===== src/rtl/vga_pkg.sv =====
// rtl/vga_pkg.sv - frame-buffer geometry, arbiter slot encoding and RGB field layout
package vga_pkg;

    localparam int FB_ADDR_W = 18;
    localparam int FB_DATA_W = 16;
    localparam int FB_WORDS  = 120000;

    localparam logic [1:0] S_IDLE  = 2'd0;
    localparam logic [1:0] S_DISP  = 2'd1;
    localparam logic [1:0] S_WRITE = 2'd2;
    localparam logic [1:0] S_CLEAR = 2'd3;

    localparam int RGB_R_HI = 15;
    localparam int RGB_R_LO = 12;
    localparam int RGB_G_HI = 10;
    localparam int RGB_G_LO = 7;
    localparam int RGB_B_HI = 4;
    localparam int RGB_B_LO = 1;

    typedef struct packed {
        logic [FB_ADDR_W-1:0] addr;
        logic [FB_DATA_W-1:0] data;
    } wbuf_entry_t;

    // Unused bit positions between the colour fields are left at zero.
    function automatic logic [FB_DATA_W-1:0] rgb_pack(input logic [3:0] r,
                                                      input logic [3:0] g,
                                                      input logic [3:0] b);
        logic [FB_DATA_W-1:0] px;
        px = '0;
        px[RGB_R_HI:RGB_R_LO] = r;
        px[RGB_G_HI:RGB_G_LO] = g;
        px[RGB_B_HI:RGB_B_LO] = b;
        return px;
    endfunction

endpackage


===== src/rtl/wbuf_fifo.sv =====
// rtl/wbuf_fifo.sv - synchronous write-buffer FIFO with occupancy count and full/empty flags
module wbuf_fifo #(
    parameter int WBUF_DEPTH = 4,
    parameter int W          = 34
) (
    input  logic         CLK,
    input  logic         RST,
    input  logic         push,
    input  logic [W-1:0] wdata,
    input  logic         pop,
    output logic [W-1:0] rdata,
    output logic         full,
    output logic         empty
);

    localparam int AW = $clog2(WBUF_DEPTH);
    localparam logic [AW:0] DEPTH_C = (AW+1)'(WBUF_DEPTH);

    logic [W-1:0]  mem [WBUF_DEPTH];
    logic [AW-1:0] wp;
    logic [AW-1:0] rp;
    logic [AW:0]   count;
    logic          do_push;
    logic          do_pop;

    assign full    = (count == DEPTH_C);
    assign empty   = (count == '0);
    assign rdata   = mem[rp];
    assign do_push = push && !full;
    assign do_pop  = pop && !empty;

    // Depth is a power of two, so pointer overflow is the modulo wrap.
    always_ff @(posedge CLK) begin
        if (!RST) begin
            wp    <= '0;
            rp    <= '0;
            count <= '0;
        end else begin
            if (do_push) begin
                mem[wp] <= wdata;
                wp      <= wp + 1'b1;
            end
            if (do_pop) begin
                rp <= rp + 1'b1;
            end
            case ({do_push, do_pop})
                2'b10:   count <= count + 1'b1;
                2'b01:   count <= count - 1'b1;
                default: count <= count;
            endcase
        end
    end

endmodule


===== src/rtl/vga_fb_arbiter.sv =====
// rtl/vga_fb_arbiter.sv - display/writer RAM-port arbiter; clear sweep enabled by VGA_FB_ARBITER_CLEAR_EN
module vga_fb_arbiter #(
`ifdef VGA_FB_ARBITER_CLEAR_EN
    parameter logic [15:0] CLR_COLOR = 16'h0000,
`endif
    parameter int FB_WORDS   = vga_pkg::FB_WORDS,
    parameter int WBUF_DEPTH = 4
) (
    input  logic                          CLK,
    input  logic                          RST,
    input  logic                          pix_en,
    input  logic [vga_pkg::FB_ADDR_W-1:0] pix_addr,
    input  logic                          wr_valid,
    output logic                          wr_ready,
    input  logic [vga_pkg::FB_ADDR_W-1:0] wr_addr,
    input  logic [vga_pkg::FB_DATA_W-1:0] wr_data,
    output logic                          mem_en,
    output logic                          mem_we,
    output logic [vga_pkg::FB_ADDR_W-1:0] mem_addr,
    output logic [vga_pkg::FB_DATA_W-1:0] mem_din,
    output logic                          rd_valid,
`ifdef VGA_FB_ARBITER_CLEAR_EN
    input  logic                          clr_req,
    output logic                          clr_busy,
`endif
    output logic [7:0]                    drop_cnt
);

    import vga_pkg::*;

    localparam logic [FB_ADDR_W-1:0] LAST_ADDR = FB_ADDR_W'(FB_WORDS - 1);

    logic [1:0]  slot;
    logic [1:0]  state_q;
    logic        ready_en;
    logic        fifo_full;
    logic        fifo_empty;
    logic        addr_bad;
    logic        push_any;
    logic        push_ok;
    wbuf_entry_t wentry;
    wbuf_entry_t head;

    assign wr_ready = ready_en && !fifo_full;
    assign addr_bad = (wr_addr > LAST_ADDR);
    assign push_any = wr_valid && wr_ready;
    assign push_ok  = push_any && !addr_bad;
    assign wentry   = '{addr: wr_addr, data: wr_data};

    wbuf_fifo #(
        .WBUF_DEPTH(WBUF_DEPTH),
        .W         ($bits(wbuf_entry_t))
    ) u_wbuf (
        .CLK  (CLK),
        .RST  (RST),
        .push (push_ok),
        .wdata(wentry),
        .pop  (slot == S_WRITE),
        .rdata(head),
        .full (fifo_full),
        .empty(fifo_empty)
    );

`ifdef VGA_FB_ARBITER_CLEAR_EN
    logic [FB_ADDR_W-1:0] clr_addr;

    always_ff @(posedge CLK) begin
        if (!RST) begin
            clr_busy <= 1'b0;
            clr_addr <= '0;
        end else if (!clr_busy && clr_req) begin
            clr_busy <= 1'b1;
            clr_addr <= '0;
        end else if (slot == S_CLEAR) begin
            if (clr_addr == LAST_ADDR) begin
                clr_busy <= 1'b0;
            end else begin
                clr_addr <= clr_addr + 1'b1;
            end
        end
    end
`endif

    // Fresh decision every cycle; display never waits behind a write or sweep.
    always_comb begin
        slot = S_IDLE;
        if (pix_en) begin
            slot = S_DISP;
`ifdef VGA_FB_ARBITER_CLEAR_EN
        end else if (clr_busy) begin
            slot = S_CLEAR;
`endif
        end else if (!fifo_empty) begin
            slot = S_WRITE;
        end
    end

    always_ff @(posedge CLK) begin
        if (!RST) begin
            state_q  <= S_IDLE;
            ready_en <= 1'b0;
            mem_en   <= 1'b0;
            mem_we   <= 1'b0;
            mem_addr <= '0;
            mem_din  <= '0;
            rd_valid <= 1'b0;
            drop_cnt <= '0;
        end else begin
            state_q  <= slot;
            ready_en <= 1'b1;
            // state_q is one cycle behind the port; the RAM adds the second.
            rd_valid <= (state_q == S_DISP);
            mem_en   <= (slot != S_IDLE);
            mem_we   <= (slot == S_WRITE) || (slot == S_CLEAR);
            case (slot)
                S_DISP: begin
                    mem_addr <= pix_addr;
                end
                S_WRITE: begin
                    mem_addr <= head.addr;
                    mem_din  <= head.data;
                end
`ifdef VGA_FB_ARBITER_CLEAR_EN
                S_CLEAR: begin
                    mem_addr <= clr_addr;
                    mem_din  <= CLR_COLOR;
                end
`endif
                default: begin
                    mem_addr <= mem_addr;
                    mem_din  <= mem_din;
                end
            endcase
            if (push_any && addr_bad && (drop_cnt != 8'hFF)) begin
                drop_cnt <= drop_cnt + 8'd1;
            end
        end
    end

endmodule

===== config.mk =====
export PLATFORM = sky130hd
export DESIGN_NAME = vga_fb_arbiter
export DESIGN_NICKNAME = d
export VERILOG_FILES = /design/src/rtl/vga_pkg.sv /design/src/rtl/wbuf_fifo.sv /design/src/rtl/vga_fb_arbiter.sv
export SDC_FILE = /design/constraint.sdc
export NUM_CORES = 1
export LEC_CHECK = 0
export CORE_ASPECT_RATIO = 0.7
export CORE_MARGIN = 4
export CORE_UTILIZATION = 62
export DETAILED_ROUTE_END_ITERATION = 16
export DONT_BUFFER_PORTS = 1
export GPL_TIMING_DRIVEN = 0
export PLACE_DENSITY = 0.79
export REMOVE_ABC_BUFFERS = 1
export SETUP_SLACK_MARGIN = 0.05
export SLEW_MARGIN = 20
export SYNTH_ARGS = -nofsm -noshare
export SYNTH_HDL_FRONTEND = slang
export SYNTH_SLANG_ARGS = --single-unit

===== constraint.sdc =====
create_clock -name CLK -period 3.25 [get_ports CLK]
set_input_delay 0.65 -clock CLK [delete_from_list [all_inputs] [get_ports CLK]]
set_output_delay 0.65 -clock CLK [all_outputs]
set_load 0.02 [all_outputs]

; ---- Word-level counts from Yosys, hierarchy flattened
; Memories as Yosys holds them, arrays and structs flattened. A register that Yosys moved wholly into a read port is not among the register bits.
; Index checks and enable logic that the tools add are counted.
[word_totals]
ff_bits = 55
input_bits = 56
ram_bits = 136
mem_count = 1
output_inout_bits = 46
[classes]
addsub = 5
n_lt_le_gt_ge = 1
eq_ne = 8
n_reduce_logical = 15
muxes = 10
[mem_list]
columns = memory, depth, width, rd, rd_ports_with_merged_regs, write_ports, line_no
row1 = u_wbuf.mem, 4, 34, 1, 1, 1, wbuf_fifo.sv:19  ; logic [W-1:0] mem [WBUF_DEPTH];
[ops]
columns = cell, n
row1 = one-hot mux 18 bit (2 select lines), 1
row2 = "greater-than comparator 18 x 17 -> 1 bit, second input constant", 1
row3 = "adder 8 x 1 -> 8 bit, second input constant", 1
row4 = two-way mux 2 bit, 4
row5 = "!= test 8 bit, second input constant", 1
row6 = logical AND 1 bit, 7
row7 = "equality test 2 x 1 -> 1 bit, second input constant", 3
row8 = "equality test 2 bit, second input constant", 3
row9 = one-hot mux 3 bit (2 select lines), 1
row10 = nonzero test 2 bit, 3
row11 = "adder 2 x 1 -> 2 bit, second input constant", 2
row12 = two-way mux 1 bit, 4
row13 = "adder 3 x 1 -> 3 bit, second input constant", 1
row14 = "equality test 3 bit, second input constant", 1
row15 = zero test 1 bit, 3
row16 = zero test 3 bit, 1
row17 = "subtractor 3 x 1 -> 3 bit, second input constant", 1
row18 = logical OR 1 bit, 1

; ---- Depth between registers and ports, before layout
[depth]
depth_word = 9
ltp_mapped = 10
depth_no_buf = 10

; ---- Hierarchy
; From an unflattened synthesis, not the netlist that was laid out.
[unflattened]
cells_unflattened = 473
area_unflattened_um2 = 7410.9
[modules_own_cells]
columns = module, area_each_um2, cells_per_inst, n_inst
row1 = wbuf_fifo, 5449.0, 232, 1
row2 = vga_fb_arbiter, 1961.9, 241, 1

; ---- Worst setup path after synthesis
; No wires, ideal clock.
[synth_path]
path_kind = input to register
startpoint = input wr_addr[7] (netlist name)
endpoint = memory u_wbuf.mem[1][0], enable pin
t_arrival_ns = 2.210
setup_slack_ns = 0.646
required_time_ns = 2.856
cell_stages = 4
cell_sequence = a211oi_1 o21ai_1 a21oi_2 and3_1
[synth_between]
elab_chain_len = 7
[synth_rtl]
columns = element, line_no
row1 = from (decl), vga_fb_arbiter.sv:15  ; input logic [vga_pkg::FB_ADDR_W-1:0] wr_addr,
row2 = greater-than comparator 18 x 17 -> 1 bit, vga_fb_arbiter.sv:45  ; assign addr_bad = (wr_addr > LAST_ADDR);
row3 = zero test 1 bit, vga_fb_arbiter.sv:47  ; assign push_ok = push_any && !addr_bad;
row4 = logical AND 1 bit, vga_fb_arbiter.sv:47
row5 = logical AND 1 bit, wbuf_fifo.sv:29  ; assign do_push = push && !full;
row6 = two-way mux 1 bit, wbuf_fifo.sv:39  ; if (do_push) begin
row7 = two-way mux 1 bit, wbuf_fifo.sv:34  ; if (!RST) begin
row8 = two-way mux 1 bit (implied by the code), wbuf_fifo.sv:40  ; mem[wp] <= wdata;
row9 = to (decl), wbuf_fifo.sv:19
; Every way passes these cells.

; ---- Worst setup path after layout
[layout_path]
startpoint = register u_wbuf.count[0]
endpoint = register u_wbuf.count[2]
[layout_between]
elab_chain_len = 8
word_cells_on_any_way = 18
cone_classes = add/sub: 2 / eq/ne: 4 / mux: 3 / reduce/logical: 9
[layout_rtl]
columns = element, line_no
row1 = from (decl), wbuf_fifo.sv:22  ; logic [AW:0] count;
row2 = from (signal assigned), wbuf_fifo.sv:47  ; 2'b10: count <= count + 1'b1;
row3 = from (signal assigned), wbuf_fifo.sv:48  ; 2'b01: count <= count - 1'b1;
row4 = from (signal assigned), wbuf_fifo.sv:49  ; default: count <= count;
row5 = "parallel branches: the longest is 8 deep, another holds zero test 3 bit", n/a
; Parallel ways; which one is timed is not known.
; A chain may end at the register's enable or synchronous reset.

==> impl_results.md <==
- Post-Syn Instances: 462
- #FFs+latches synth: 192
- Clk Latency, worst-skew pair: 0.43 ns
- Gr ovfl total: 0
- Cell variety after synth: 43
- Register area share after synthesis: 71.43%
- # hold bufs at CTS: 0
- Die height: 98.71 um
- Critical R2R Capture: u_wbuf.count[2]
- Synth Area in Adders: 1.305%
- Total track usage: 21.31%
- Fin nets: 525
- WP data arrival: 3.21 ns
- Worst Hold End: ready_en
- Met1 GRT Util: 27.95%
- Drt drc: 0
- Share of cells above drive strength 1: 17.68%
- Antenna fix cells: 0
- Initial antenna violation count: 0
- Final TNS setup: 0 ns
- Routed vias: 3822
- Simple-Gate Fraction of Synth Area: 6.628%
- Post-Layout Inst Area: 8112 um2
- Slew HR: 44.39%
- Std cell rows: 32
- I/O Buffers: 0
- CP Max Fanout: 20
- Max Slew Vio Count: 0
- VDD IR max: 0.0005410 V
- Post-DRT Antenna Nets: 0
- Setup violators final: 0
- CTS max path bufs: 2
- Top Ports: 102
- Worst-Margin Slew: 0.8314 ns
- Grt peak-use layer: met2
- First-pass GRT wire length: 21500 um
- Reg-to-reg startpoint: u_wbuf.count[0]
- Htree depth: 4
- Final Hold Viols: 0
- Num CTS Buffers: 17
- Number of DRC markers in iteration 0: 230
- Pre-CTS setup slack: -0.2178 ns
- Initial core utilization: 64.77%
- Worst min path class: in2reg
- Compound-Gate Fraction of Synth Area: 7.366%
- Worst-path clk slew: 0.07 ns
- M2 GR Usage: 34.30%
- RSZ-0062 raised after global routing: no
- Non-filler cells in the finished layout: 628
- Pwr dens: 716.6 nW/um2
- MaxCap Viol Count: 0
- R2R setup slack: 0.38 ns
- Clock sink count: 192
- Largest net degree at the start of global routing: 63
- Clk root buf: clkbuf_16
- Worst Hold Slack: 0.2601 ns
- Die Wd: 137.6 um
- Die area: 13580 um2
- Gpl congestion: 0.7291
- Area of the core: 11250 um2
- Hpwl dp: 8473 um
- R2R cell count: 9
- Setup crit end kind: flip-flop
- Placed Cells: 596
- Kind of critical path: reg2reg
- Vias per inst: 6.086
- TritonCTS clock tree: built
- Hold_sp: RST
- Period utilization: 88.46%
- Post-Syn Area per Cell: 15.77 um2
- Critical Path RT: 3.59 ns
- Wirelength, routed: 13710 um
- Leakage: 2.591 nW
- Minimum clock period: 2.875 ns
- Final Skew: 0.01921 ns
- Vias in the first global route: 3976
- Pre-Repair DR Iteration Count: 4
- GR Util met3: 6.633%
- Synth Cell Area: 7287 um2
- Worst hold path stage count: 0
- Multiplexer share of the synthesized area: 10.51%
- Critical Path Start Type: flip-flop
- Synth warn: 0
- Largest family of logic cells by synthesized area: multiplexers
- Cell area after placement: 7488 um2
- Status: finished, final reports clean
- # Post-CTS Setup Buffers: 0
- Synth Area in XOR/XNOR: 0.7212%
- Area Overhead vs Synth: 11.32%
- Setup WS post-layout: 0.3752 ns
- Mean routed wirelength per cell: 21.82 um
- Fmax: 347.8 MHz
## cell type report
cell class              count  area, um2
clock buffers              18      439.2
clock inverters            14      168.9
multi-input cells         237       1951
fillers                   706       3139
inverters                   9      36.28
flip-flops and latches    192       5210
repair buffers              5      115.1
well taps                 153      191.4
## metrics by stage
step	power, mW	utilization [%]
3_5_place_dp	3.759	66.56
2_1_floorplan	3.547	-
5_1_grt	6.071	72.10
3_3_place_gp	3.735	65.45
4_1_cts	5.850	71.98
6_report	5.813	72.10
## repair_timing
item                                    4_1_cts  5_1_grt
resized for setup                             1        3
endpoints found under the hold margin         0        0
endpoints found under the setup margin        2        1
## cells in the final DEF (no fill, tap or decap), types with 2 or more instances in the layout
| cell | synthesis | routed |
|---|---|---|
| mux4_2 | 34 | 34 |
| buf_12 | 0 | 3 |
| nor2_1 | 2 | 2 |
| xnor2_1 | 5 | 5 |
| edfxtp_1 | 136 | 136 |
| dfxtp_1 | 56 | 54 |
| nand2_1 | 58 | 58 |
| or3_1 | 5 | 4 |
| clkbuf_16 | 0 | 17 |
| o21ai_0 | 25 | 25 |
| and3_2 | 0 | 4 |
| buf_16 | 0 | 2 |
| inv_8 | 0 | 2 |
| nand2b_1 | 2 | 2 |
| a21boi_1 | 5 | 5 |
| nand4_1 | 2 | 2 |
| clkinv_4 | 0 | 3 |
| ha_1 | 6 | 6 |
| bufinv_16 | 0 | 2 |
| inv_1 | 8 | 8 |
| a21oi_1 | 37 | 37 |
| nand3_1 | 6 | 6 |
| inv_6 | 0 | 6 |
| and2_1 | 9 | 9 |
| a211oi_1 | 2 | 2 |
| a21boi_0 | 16 | 16 |
## Yosys cell counts
master	n	share of area (%)
and4b_1	1	0.14
nand4_1	2	0.17
o31ai_1	1	0.10
clkbuf_1	13	0.67
or3_1	5	0.43
nand2_1	58	3.0
nand2_2	1	0.086
nand2b_1	2	0.17
a21boi_0	16	1.6
inv_2	1	0.051
xnor2_1	5	0.60
and2_1	9	0.77
ha_1	6	1.0
nor2b_1	1	0.086
buf_2	5	0.34
a21boi_1	5	0.52
buf_6	1	0.15
or3b_1	1	0.12
edfxtp_1	136	56
o211ai_1	1	0.10
nor4_1	1	0.086
a21oi_1	37	2.5
o21ai_0	25	1.7
buf_1	2	0.10
mux4_2	34	11
a31o_2	1	0.12
nor3b_1	1	0.10
o21ai_1	1	0.069
and3_1	5	0.43
a21oi_2	1	0.12
o31a_1	1	0.12
dfxtp_1	56	15
xor2_1	1	0.12
nor3_2	1	0.14
buf_4	3	0.31
fa_1	1	0.27
nor2_1	2	0.10
and4_1	1	0.12
nand3_1	6	0.41
inv_1	8	0.41
nand3b_4	1	0.27
o21a_1	1	0.10
a211oi_1	2	0.21
## cells by family after synthesis
| kind of cell | count (synthesis) |
|---|---|
| DFF | 192 |
| and+or+nand+nor | 98 |
| AOI/OAI and AO/OA | 92 |
| muxes | 34 |
| buffers and inverters | 33 |
| adders and majority gates | 7 |
| xor gates and xnor gates | 6 |
## flip-flops by register name (all words and copies together), names as in the netlist, named ones only
name          cells
mem_din          16
state_q           1
u_wbuf.count      3
drop_cnt          8
ready_en          1
u_wbuf.wp         2
u_wbuf.rp         2
u_wbuf.mem      136
mem_addr         18
mem_en            1
mem_we            1
rd_valid          1
## power by group
part           total, mW  switching, mW  internal, mW  leakage [nW]
clock               2.10          0.916          1.18         0.297
combinational      0.700          0.370         0.329         0.609
sequential          3.01          0.271          2.74          1.69
## worst max-delay path, cell delays in order (launching register included)
cell      delay [ns]
dfxtp_1         0.45
or3_2           0.47
nand2_4         0.26
inv_4           0.31
ha_1            0.23
inv_1           0.06
fa_1            0.37
xor2_1          0.16
or3_1           0.30
a21boi_0        0.18
## worst max-delay path by stage
stage | from | end | slack (ns)
after floorplan | pix_en | u_wbuf.count[2] | 0.58
after global placement | wr_addr[7] | u_wbuf.mem[0][2] | -0.21
after detailed placement | u_wbuf.count[0] | u_wbuf.count[2] | -0.22
after CTS | u_wbuf.count[0] | u_wbuf.count[2] | 0.08
after global routing | u_wbuf.count[0] | u_wbuf.count[2] | 0.20
final | u_wbuf.count[0] | u_wbuf.count[2] | 0.38
## layer usage
layer	vias up	part of all wire, %
li1	1763	-
met1	1918	41
met2	127	49
met3	14	8.4
met4	0	1.1
met5	-	0
No activity file was read; power rests on OpenSTA's default activity.
